### src/rtl/tpi_pkg.sv
// tpi_pkg: register addresses, port-0 mode encoding, STAT bits and handshake states
package tpi_pkg;
  localparam logic [3:0] ADDR_CTRL = 4'hC;
  localparam logic [3:0] ADDR_STAT = 4'hD;
  localparam logic [3:0] ADDR_IEN  = 4'hE;
  localparam int STAT_ILATCH = 0;
  localparam int STAT_ODONE  = 1;
  typedef enum logic [1:0] {
    MODE_PLAIN  = 2'd0,
    MODE_ILATCH = 2'd1,
    MODE_HS     = 2'd2,
    MODE_PULSE  = 2'd3
  } mode_e;
  typedef enum logic [1:0] {
    HS_IDLE  = 2'd0,
    HS_WAIT  = 2'd1,
    HS_PULSE = 2'd2
  } hs_state_e;
endpackage

### src/rtl/tpi_port.sv
// tpi_port: one GPIO port with PR, DDR, pin synchroniser, input latch and readback mux
module tpi_port #(
  parameter int PORT_W      = 8,
  parameter int SYNC_STAGES = 2
) (
  input  logic              clock_i,
  input  logic              reset_i,
  input  logic              we_pr_i,
  input  logic              we_ddr_i,
  input  logic              cap_i,
  input  logic              ilr_sel_i,
  input  logic [PORT_W-1:0] wdata_i,
  input  logic [PORT_W-1:0] pin_in_i,
  output logic [PORT_W-1:0] pin_out_o,
  output logic [PORT_W-1:0] pin_oe_o,
  output logic [PORT_W-1:0] rd_val_o
);
  logic [PORT_W-1:0] pr_q, ddr_q, ilr_q, pin_s;
  logic [SYNC_STAGES-1:0][PORT_W-1:0] sync_q;
  assign pin_s     = sync_q[SYNC_STAGES-1];
  assign pin_out_o = pr_q;
  assign pin_oe_o  = ddr_q;
  // driven bits read back the register, undriven bits read the pad
  assign rd_val_o  = ilr_sel_i ? ilr_q : (pr_q & ddr_q) | (pin_s & ~ddr_q);
  always_ff @(posedge clock_i or posedge reset_i)
    if (reset_i) begin
      pr_q   <= '0;
      ddr_q  <= '0;
      ilr_q  <= '0;
      sync_q <= '0;
    end else begin
      if (we_pr_i) pr_q <= wdata_i;
      if (we_ddr_i) ddr_q <= wdata_i;
      if (cap_i) ilr_q <= pin_s;
      sync_q <= (SYNC_STAGES*PORT_W)'({sync_q, pin_in_i});
    end
endmodule

### src/rtl/tpi_ports_hs.sv
// tpi_ports_hs: NPORTS GPIO ports behind a small register map, with port-0
// strobe latch / ready-ack / pulse handshakes and a maskable interrupt
module tpi_ports_hs #(
  parameter int NPORTS      = 3,
  parameter int PORT_W      = 8,
  parameter int SYNC_STAGES = 2,
  parameter int PULSE_LEN   = 4
) (
  input  logic                     clock_i,
  input  logic                     reset_i,
  input  logic                     cs_i,
  input  logic                     we_i,
  input  logic [3:0]               addr_i,
  input  logic [7:0]               wdata_i,
  output logic [7:0]               rdata_o,
  output logic                     rvalid_o,
  input  logic [NPORTS*PORT_W-1:0] pin_in_i,
  output logic [NPORTS*PORT_W-1:0] pin_out_o,
  output logic [NPORTS*PORT_W-1:0] pin_oe_o,
  input  logic                     stb_in_i,
  input  logic                     ack_in_i,
  output logic                     rdy_out_o,
  output logic                     irq_o
);
  import tpi_pkg::*;
  localparam int CW = PULSE_LEN > 1 ? $clog2(PULSE_LEN) : 1;
  logic wr, rd, we_pr0, wr_ctrl, wr_stat, wr_ien, mode_chg, cap, clr_rd, set_done;
  logic stb_edge, ack_edge, stb_hist_q, ack_hist_q;
  logic [SYNC_STAGES-1:0] stb_sync_q, ack_sync_q;
  logic [2:0] ctrl_q;
  logic [1:0] stat_q, stat_d, ien_q;
  logic [CW-1:0] cnt_q, cnt_d;
  logic [7:0] rd_mux, rdata_q;
  logic rvalid_q;
  logic [NPORTS-1:0][PORT_W-1:0] rd_val;
  mode_e mode;
  hs_state_e st_q, st_d;
  assign mode     = mode_e'(ctrl_q[1:0]);
  assign wr       = cs_i & we_i;
  assign rd       = cs_i & ~we_i;
  assign we_pr0   = wr && addr_i == 4'd0;
  assign wr_ctrl  = wr && addr_i == ADDR_CTRL;
  assign wr_stat  = wr && addr_i == ADDR_STAT;
  assign wr_ien   = wr && addr_i == ADDR_IEN;
  assign mode_chg = wr_ctrl && wdata_i[1:0] != ctrl_q[1:0];
  // edge history runs in every mode so a mode switch never sees a stale edge
  assign stb_edge = ctrl_q[2] ? stb_sync_q[SYNC_STAGES-1] & ~stb_hist_q
                              : ~stb_sync_q[SYNC_STAGES-1] & stb_hist_q;
  assign ack_edge = ctrl_q[2] ? ack_sync_q[SYNC_STAGES-1] & ~ack_hist_q
                              : ~ack_sync_q[SYNC_STAGES-1] & ack_hist_q;
  assign cap      = mode == MODE_ILATCH && stb_edge;
  assign clr_rd   = rd && addr_i == 4'd0 && mode == MODE_ILATCH;
  assign stat_d   = (stat_q & ~((wr_stat ? wdata_i[1:0] : 2'b00) | {1'b0, clr_rd})) | {set_done, cap};
  assign rdy_out_o = st_q == HS_WAIT || (mode == MODE_PULSE && st_q != HS_PULSE);
  assign irq_o    = |(stat_q & ien_q);
  assign rdata_o  = rdata_q;
  assign rvalid_o = rvalid_q;
  for (genvar g = 0; g < NPORTS; g++) begin : g_port
    tpi_port #(.PORT_W(PORT_W), .SYNC_STAGES(SYNC_STAGES)) u_port (
      .clock_i  (clock_i),
      .reset_i  (reset_i),
      .we_pr_i  (wr && addr_i == 4'(g)),
      .we_ddr_i (wr && addr_i == 4'(NPORTS + g)),
      .cap_i    (g == 0 && cap),
      .ilr_sel_i(g == 0 && mode == MODE_ILATCH),
      .wdata_i  (wdata_i[PORT_W-1:0]),
      .pin_in_i (pin_in_i[g*PORT_W +: PORT_W]),
      .pin_out_o(pin_out_o[g*PORT_W +: PORT_W]),
      .pin_oe_o (pin_oe_o[g*PORT_W +: PORT_W]),
      .rd_val_o (rd_val[g])
    );
  end
  always_comb begin
    rd_mux = 8'h00;
    for (int k = 0; k < NPORTS; k++) begin
      if (addr_i == 4'(k)) rd_mux = 8'(rd_val[k]);
      if (addr_i == 4'(NPORTS + k)) rd_mux = 8'(pin_oe_o[k*PORT_W +: PORT_W]);
    end
    if (addr_i == ADDR_CTRL) rd_mux = {5'b0, ctrl_q};
    if (addr_i == ADDR_STAT) rd_mux = {6'b0, stat_q};
    if (addr_i == ADDR_IEN) rd_mux = {6'b0, ien_q};
  end
  always_comb begin
    st_d     = st_q;
    cnt_d    = cnt_q;
    set_done = 1'b0;
    if (mode_chg) st_d = HS_IDLE;
    else if (mode == MODE_HS) begin
      if (st_q == HS_WAIT && ack_edge) begin
        st_d     = HS_IDLE;
        set_done = 1'b1;
      end
      if (we_pr0) st_d = HS_WAIT;
    end else if (mode == MODE_PULSE) begin
      if (we_pr0) begin
        st_d  = HS_PULSE;
        cnt_d = CW'(PULSE_LEN - 1);
      end else if (st_q == HS_PULSE) begin
        st_d     = cnt_q == '0 ? HS_IDLE : HS_PULSE;
        set_done = cnt_q == '0;
        cnt_d    = cnt_q == '0 ? cnt_q : cnt_q - CW'(1);
      end
    end
  end
  always_ff @(posedge clock_i or posedge reset_i)
    if (reset_i) begin
      ctrl_q     <= '0;
      stat_q     <= '0;
      ien_q      <= '0;
      st_q       <= HS_IDLE;
      cnt_q      <= '0;
      stb_sync_q <= '0;
      ack_sync_q <= '0;
      stb_hist_q <= 1'b0;
      ack_hist_q <= 1'b0;
      rdata_q    <= '0;
      rvalid_q   <= 1'b0;
    end else begin
      if (wr_ctrl) ctrl_q <= wdata_i[2:0];
      if (wr_ien) ien_q <= wdata_i[1:0];
      stat_q     <= stat_d;
      st_q       <= st_d;
      cnt_q      <= cnt_d;
      stb_sync_q <= SYNC_STAGES'({stb_sync_q, stb_in_i});
      ack_sync_q <= SYNC_STAGES'({ack_sync_q, ack_in_i});
      stb_hist_q <= stb_sync_q[SYNC_STAGES-1];
      ack_hist_q <= ack_sync_q[SYNC_STAGES-1];
      rvalid_q   <= rd;
      if (rd) rdata_q <= rd_mux;
    end
endmodule

### config.mk
export PLATFORM = sky130hd
export DESIGN_NAME = tpi_ports_hs
export DESIGN_NICKNAME = d
export VERILOG_FILES = /design/src/rtl/tpi_pkg.sv /design/src/rtl/tpi_port.sv /design/src/rtl/tpi_ports_hs.sv
export SDC_FILE = /design/constraint.sdc
export NUM_CORES = 1
export LEC_CHECK = 0
export ABC_CLOCK_PERIOD_IN_PS = 2200
export BUFFER_PORTS_ARGS = -buffer_cell sky130_fd_sc_hd__buf_4
export CAP_MARGIN = 40
export CORE_ASPECT_RATIO = 0.8
export CORE_MARGIN = 2
export CORE_UTILIZATION = 50
export DETAILED_ROUTE_END_ITERATION = 12
export HOLD_SLACK_MARGIN = 0.02
export PLACE_DENSITY = 0.75
export REMOVE_ABC_BUFFERS = 1
export SLEW_MARGIN = 20
export SYNTH_ARGS = -nofsm -noshare
export SYNTH_HDL_FRONTEND = slang
export SYNTH_HIERARCHICAL = 1
export SYNTH_SLANG_ARGS = --single-unit
### constraint.sdc
create_clock -name clock_i -period 2.2 [get_ports clock_i]
set_input_delay 0.33 -clock clock_i [delete_from_list [all_inputs] [get_ports clock_i]]
set_output_delay 0.33 -clock clock_i [all_outputs]
set_load 0.01 [all_outputs]
# Word level (Yosys, flattened, before mapping)
# Index checks and enable logic that the tools add are counted.
# totals
elab_cells	126
in_bits	42
regBits	130
output_inout_bits	59
# op_classes
n_reduce_logical	24
eq_ne	17
add_sub_neg	1
bitwise	30
muxes	30
# op_table
cell	count
$mux 8	10
$and 8x8->8	6
$mux 2	12
$not 8->8	3
$or 8x8->8	3
$logic_and 1x1->1	15
$eq 4x4->1 const B	3
$eq 4x2->1 const B	2
$eq 4x3->1 const B	2
$mux 1	8
$not 1->1	7
$and 1x1->1	6
$eq 2x2->1 const B	3
$reduce_and 5->1	1
$and 2x2->2	2
$eq 2x1->1 const B	2
$eq 4x1->1 const B	1
$logic_not 4->1	1
$ne 4x2->1 const B	1
$reduce_bool 4->1	1
$reduce_and 3->1	1
$reduce_bool 3->1	1
$logic_not 2->1	1
$ne 2x1->1 const B	1
9 further kinds	9

# Longest topological paths before layout
# depth
ltp_word	13
depth_mapped	10
depth_no_buf	8

# Hierarchy
# The synthesis kept the hierarchy.
# by_module_without_submodules
module	seq_area_each_um2	n_inst	area_per_inst_um2	cells_per_inst
tpi_port	1001.0	3	1556.5	93
tpi_ports_hs	650.6	1	1839.3	207

# Least setup slack after synthesis
# Ideal clock, no wire load.
# synth_path
path_kind	register to register
from	reg ctrl_q[0]
to	reg rdata_q[5], in the netlist rdata_o[5]
arrival_time_ps	1886
setup_slack_ps	232
path_stages_with_launch	11
required_time_ps	2117
synth_period_minus_slack_ps	1968
path_buffers	2
setup_time_ps	83
path_cell_list	dfrtp_1 buf_2 inv_1 nor2_1 buf_4 nand2_1 o21ai_0 or3b_2 a21oi_1 a2111oi_0 o21ai_0
# synth_rtl
element	line	text
start, declared	tpi_ports_hs.sv:30	logic [2:0] ctrl_q;
start signal, assigned	tpi_ports_hs.sv:119	if (wr_ctrl) ctrl_q <= wdata_i[2:0];
end signal, assigned	tpi_ports_hs.sv:129	if (rd) rdata_q <= rd_mux;
end, declared	tpi_ports_hs.sv:33	logic [7:0] rd_mux, rdata_q;

==> run_results.csv <==
group,metric,value,unit
run_status,outcome,"complete, no violations",
setup_path,required,2.53,ns
setup_path,path_buf_inv,2,
yosys,synth_edf_count,0,
setup_path,r2r_start,"ctrl_q[0]$_DFFE_PP0P_",
clock_tree,ctsResizeCount,0,
placed_design,place_area,7470,um^2
setup_path,crit_chain,"inv_1 -> nor2_1 -> buf_4 -> nand2_1 -> o21ai_0 -> or3b_2 -> a21oi_1 -> a2111oi_0 -> o21ai_1",
setup_path,startpoint_type,"flip-flop",
placed_design,hpwlAfterDp,11200,um
layout,stdcell_count,825,
yosys,syn-instance-count,486,
clock_tree,cts_tree,"yes",
setup_path,r2r-end,"rdata_o[7]$_DFFE_PP0P_",
layout,fillerInstances,979,
setup_path,reg2reg_slack,0.31,ns
clock_tree,post-cts-setup-buffers,0,
setup_path,slowest_delay,0.45,ns
yosys,yosys_most_used_dff,"dfrtp_1",
yosys,async_flop_share,100,%
yosys,seq_area_frac_synth,56.1,%
timing,final_hold_viol_count,0,
yosys,yosysTopAreaCell,"dfrtp_1",
routing,dr_total_vias,4457,
placed_design,routabilityCongestion,0.829,
timing,maxSlewHeadroom,67.0,%
floorplanning,die_y,106,um
yosys,syn_area_per_cell,13.4,um^2
setup_path,crit_type,"reg2reg",
clock_tree,numCtsBuffers,17,
yosys,synth_top_cell_area_share,56.1,%
timing,fmax,0.530,GHz
timing,worstMarginPinSlew,0.482,ns
layout,fin_area,8380,um^2
timing,whs,0.222,ns
timing,fin_skew,0.00624,ns
routing,drtPass1Iterations,5,
timing,setup_viol,0,
routing,vias_per_cell,5.40,
routing,drc,0,
timing,layout_min_cycle_time,1.89,ns
routing,wl,15800,um
routing,wl_per_cell,19.2,um
worst_hold_path,min_to,"g_port[2].u_port/pin_out_o[4]$_DFFE_PP0P_",
setup_path,end_kind,"flip-flop",
clock_tree,cts_sinks,146,
layout,area_delta_synth_final,28.7,%
worst_hold_path,whs_path_depth,2,
yosys,ys_types,54,
floorplanning,core_area,12800,um^2
timing,slew_viol_final,0,
global_routing,antenna_found_initial,0,
clock_tree,clk_path_buf_depth,2,
power_and_ir_drop,p_leak,3.91,nW
power_and_ir_drop,peakVddDrop,0.000547,V
clock_tree,clock_latency,0.42,ns
global_routing,grt_pass1_wl,25500,um
clock_tree,ctsHtreeMaxLevel,4,
yosys,synth_most_common_cell,"dfrtp_1",
floorplanning,dieArea,14000,um^2
clock_tree,clk_pin_slew,0.06,ns
layout,antenna_cells,0,
floorplanning,rows,37,
global_routing,gr-total-overflow,0,
worst_hold_path,min_from,"wdata_i[4]",
floorplanning,fp.dieW,132,um
clock_tree,cts_root_buffer,"clkbuf_16",
layout,finalNetCount,681,
global_routing,track_usage,23.9,%
placed_design,pre_cts_ws,0.242,ns
power_and_ir_drop,fin_total_pwr,0.00816,W
routing,antenna_left,0,
routing,first_iter_violations,308,
power_and_ir_drop,powerDensity,974,nW/um^2
setup_path,worst-path-max-fanout,17,
run,maxCapViolCount,0,
yosys,ys.warnings.count,6,
placed_design,place_inst,767,
yosys,synthesis.area,6510,um^2
setup_path,cp_slowest_cell,"or3b_2",
placed_design,portBuffers,100,
yosys,ys_ff_latch,146,
floorplanning,io_pins,101,
worst_hold_path,hold_class,"in2reg",
yosys,synth_commonest_cells,"146 x dfrtp_1, 72 x mux2_4, 44 x nand2_1",
timing,setup_slack,0.312,ns
floorplanning,initial_core_util,50.9,%
setup_path,critPathTopFamily,"simple AND/OR/NAND/NOR gates",
setup_path,worstPathArrival,2.22,ns
timing,rsz0062_at_grt,"false",
timing,fin_crit_sh,85.8,%
global_routing,grt_pass1_vias,4794,
setup_path,ff2ff_path_depth,9,
global_routing,grt_max_degree,41,
yosys,ys_top_cells_by_area,"dfrtp_1 56%, mux2_4 17%, mux2i_1 4.0%, o21ai_0 2.6%, nand2_1 2.5%",
layout,drive_above_1_share,37.5,%
-- worst max-delay path by stage --
| stage | from | to | slack [ns] | depth (start not counted) |
|---|---|---|---|---|
| after global routing | ctrl_q[0]$_DFFE_PP0P_ | rdata_o[6]$_DFFE_PP0P_ | 0.15 | 9 |
| after floorplan | ctrl_q[0]$_DFFE_PP0P_ | g_port[0].u_port/ilr_q[0]$_DFFE_PP0P_ | -0.44 | 4 |
| final | ctrl_q[0]$_DFFE_PP0P_ | rdata_o[7]$_DFFE_PP0P_ | 0.31 | 9 |
| after global placement | addr_i[0] | cnt_q[1]$_DFFE_PP0P_ | 0.32 | 6 |
| after detailed placement | addr_i[0] | cnt_q[1]$_DFFE_PP0P_ | 0.24 | 6 |
| after CTS | ctrl_q[0]$_DFFE_PP0P_ | rdata_o[7]$_DFFE_PP0P_ | 0.32 | 9 |
-- cells by family after synthesis --
kind of cell	count (synthesis)	synth area share, %
flops	146	56.1
simple gates	107	9.11
mux	106	22.0
compound gates	86	8.61
buf+inv	37	3.63
xor+xnor	2	0.269
fa+ha+maj	1	0.192
other cells	1	0.0576
-- registers in the layout, summed over array words and instances, names as in the netlist --
name,cells
cnt_q,2
g_port.u_port/pin_s,24
ctrl_q,3
g_port.u_port/sync_q,24
ack_sync_q,2
stb_sync_q,2
g_port.u_port/pin_oe_o,24
st_q,2
g_port.u_port/pin_out_o,24
ack_hist_q,1
rvalid_o,1
g_port.u_port/ilr_q,24
rdata_o,8
ien_q,2
stb_hist_q,1
stat_q,2
-- per-layer routing --
metal	global-route usage [%]	share of wire (%)
met3	6.25	6.0
met1	31.0	43
met5	0	0
met2	39.9	50
met4	7.14	1.1
-- power by group --
part,switching [W],leakage [nW],total [W],internal [W]
Combinational,0.000631,1.82,0.00157,0.000942
Sequential,0.000394,1.78,0.00348,0.00309
Clock,0.00110,0.312,0.00311,0.00201
-- layout make-up --
cell class | count | area, um^2 | share of cell area, %
clock inverters | 9 | 151 | 1.81
inverters | 10 | 37.5 | 0.448
clock buffers | 22 | 484 | 5.78
repair buffers | 145 | 1160 | 13.8
flip-flops and latches | 146 | 3650 | 43.6
multi-input cells | 318 | 2680 | 31.9
well taps | 175 | 219 | 2.61
-- layout by cell type, fill, tap and decap left out, drive strengths merged, types with 2 or more instances in the layout --
| cell type | n |
|---|---|
| a222oi | 2 |
| dlygate4sd3 | 27 |
| or3b | 7 |
| dfrtp | 146 |
| o211ai | 2 |
| nand3 | 5 |
| bufinv | 4 |
| mux2i | 26 |
| a21oi | 14 |
| clkbuf | 22 |
| nand2 | 44 |
| inv | 11 |
| o32a | 2 |
| a21o | 2 |
| and3b | 2 |
| buf | 118 |
| conb | 16 |
| xor2 | 2 |
| o31ai | 2 |
| clkinv | 3 |
| nor3 | 3 |
| a2111oi | 6 |
| o21ai | 37 |
| nor2b | 2 |
| mux2 | 80 |
| nand4 | 2 |
| a31o | 2 |
| and4bb | 2 |
| o31a | 2 |
| o2111ai | 2 |
| o21bai | 5 |
| and3 | 4 |
| nor2 | 10 |
| nand2b | 4 |
| nand3b | 13 |
| a22o | 2 |
| or2 | 5 |
-- metrics by stage --
step,util [%],setup TNS [ns]
floorplan,-,-3.74
finish,65.6,0
detailed placement,58.5,0
global route,65.6,0
CTS,65.6,0
global placement,58.5,0
-- repair_timing --
action                                 CTS  global route
endpoints found under the hold margin   37             0
hold buffers                            27             0
setup endpoints to repair                0             0
No activity file was read; power rests on OpenSTA's default activity.
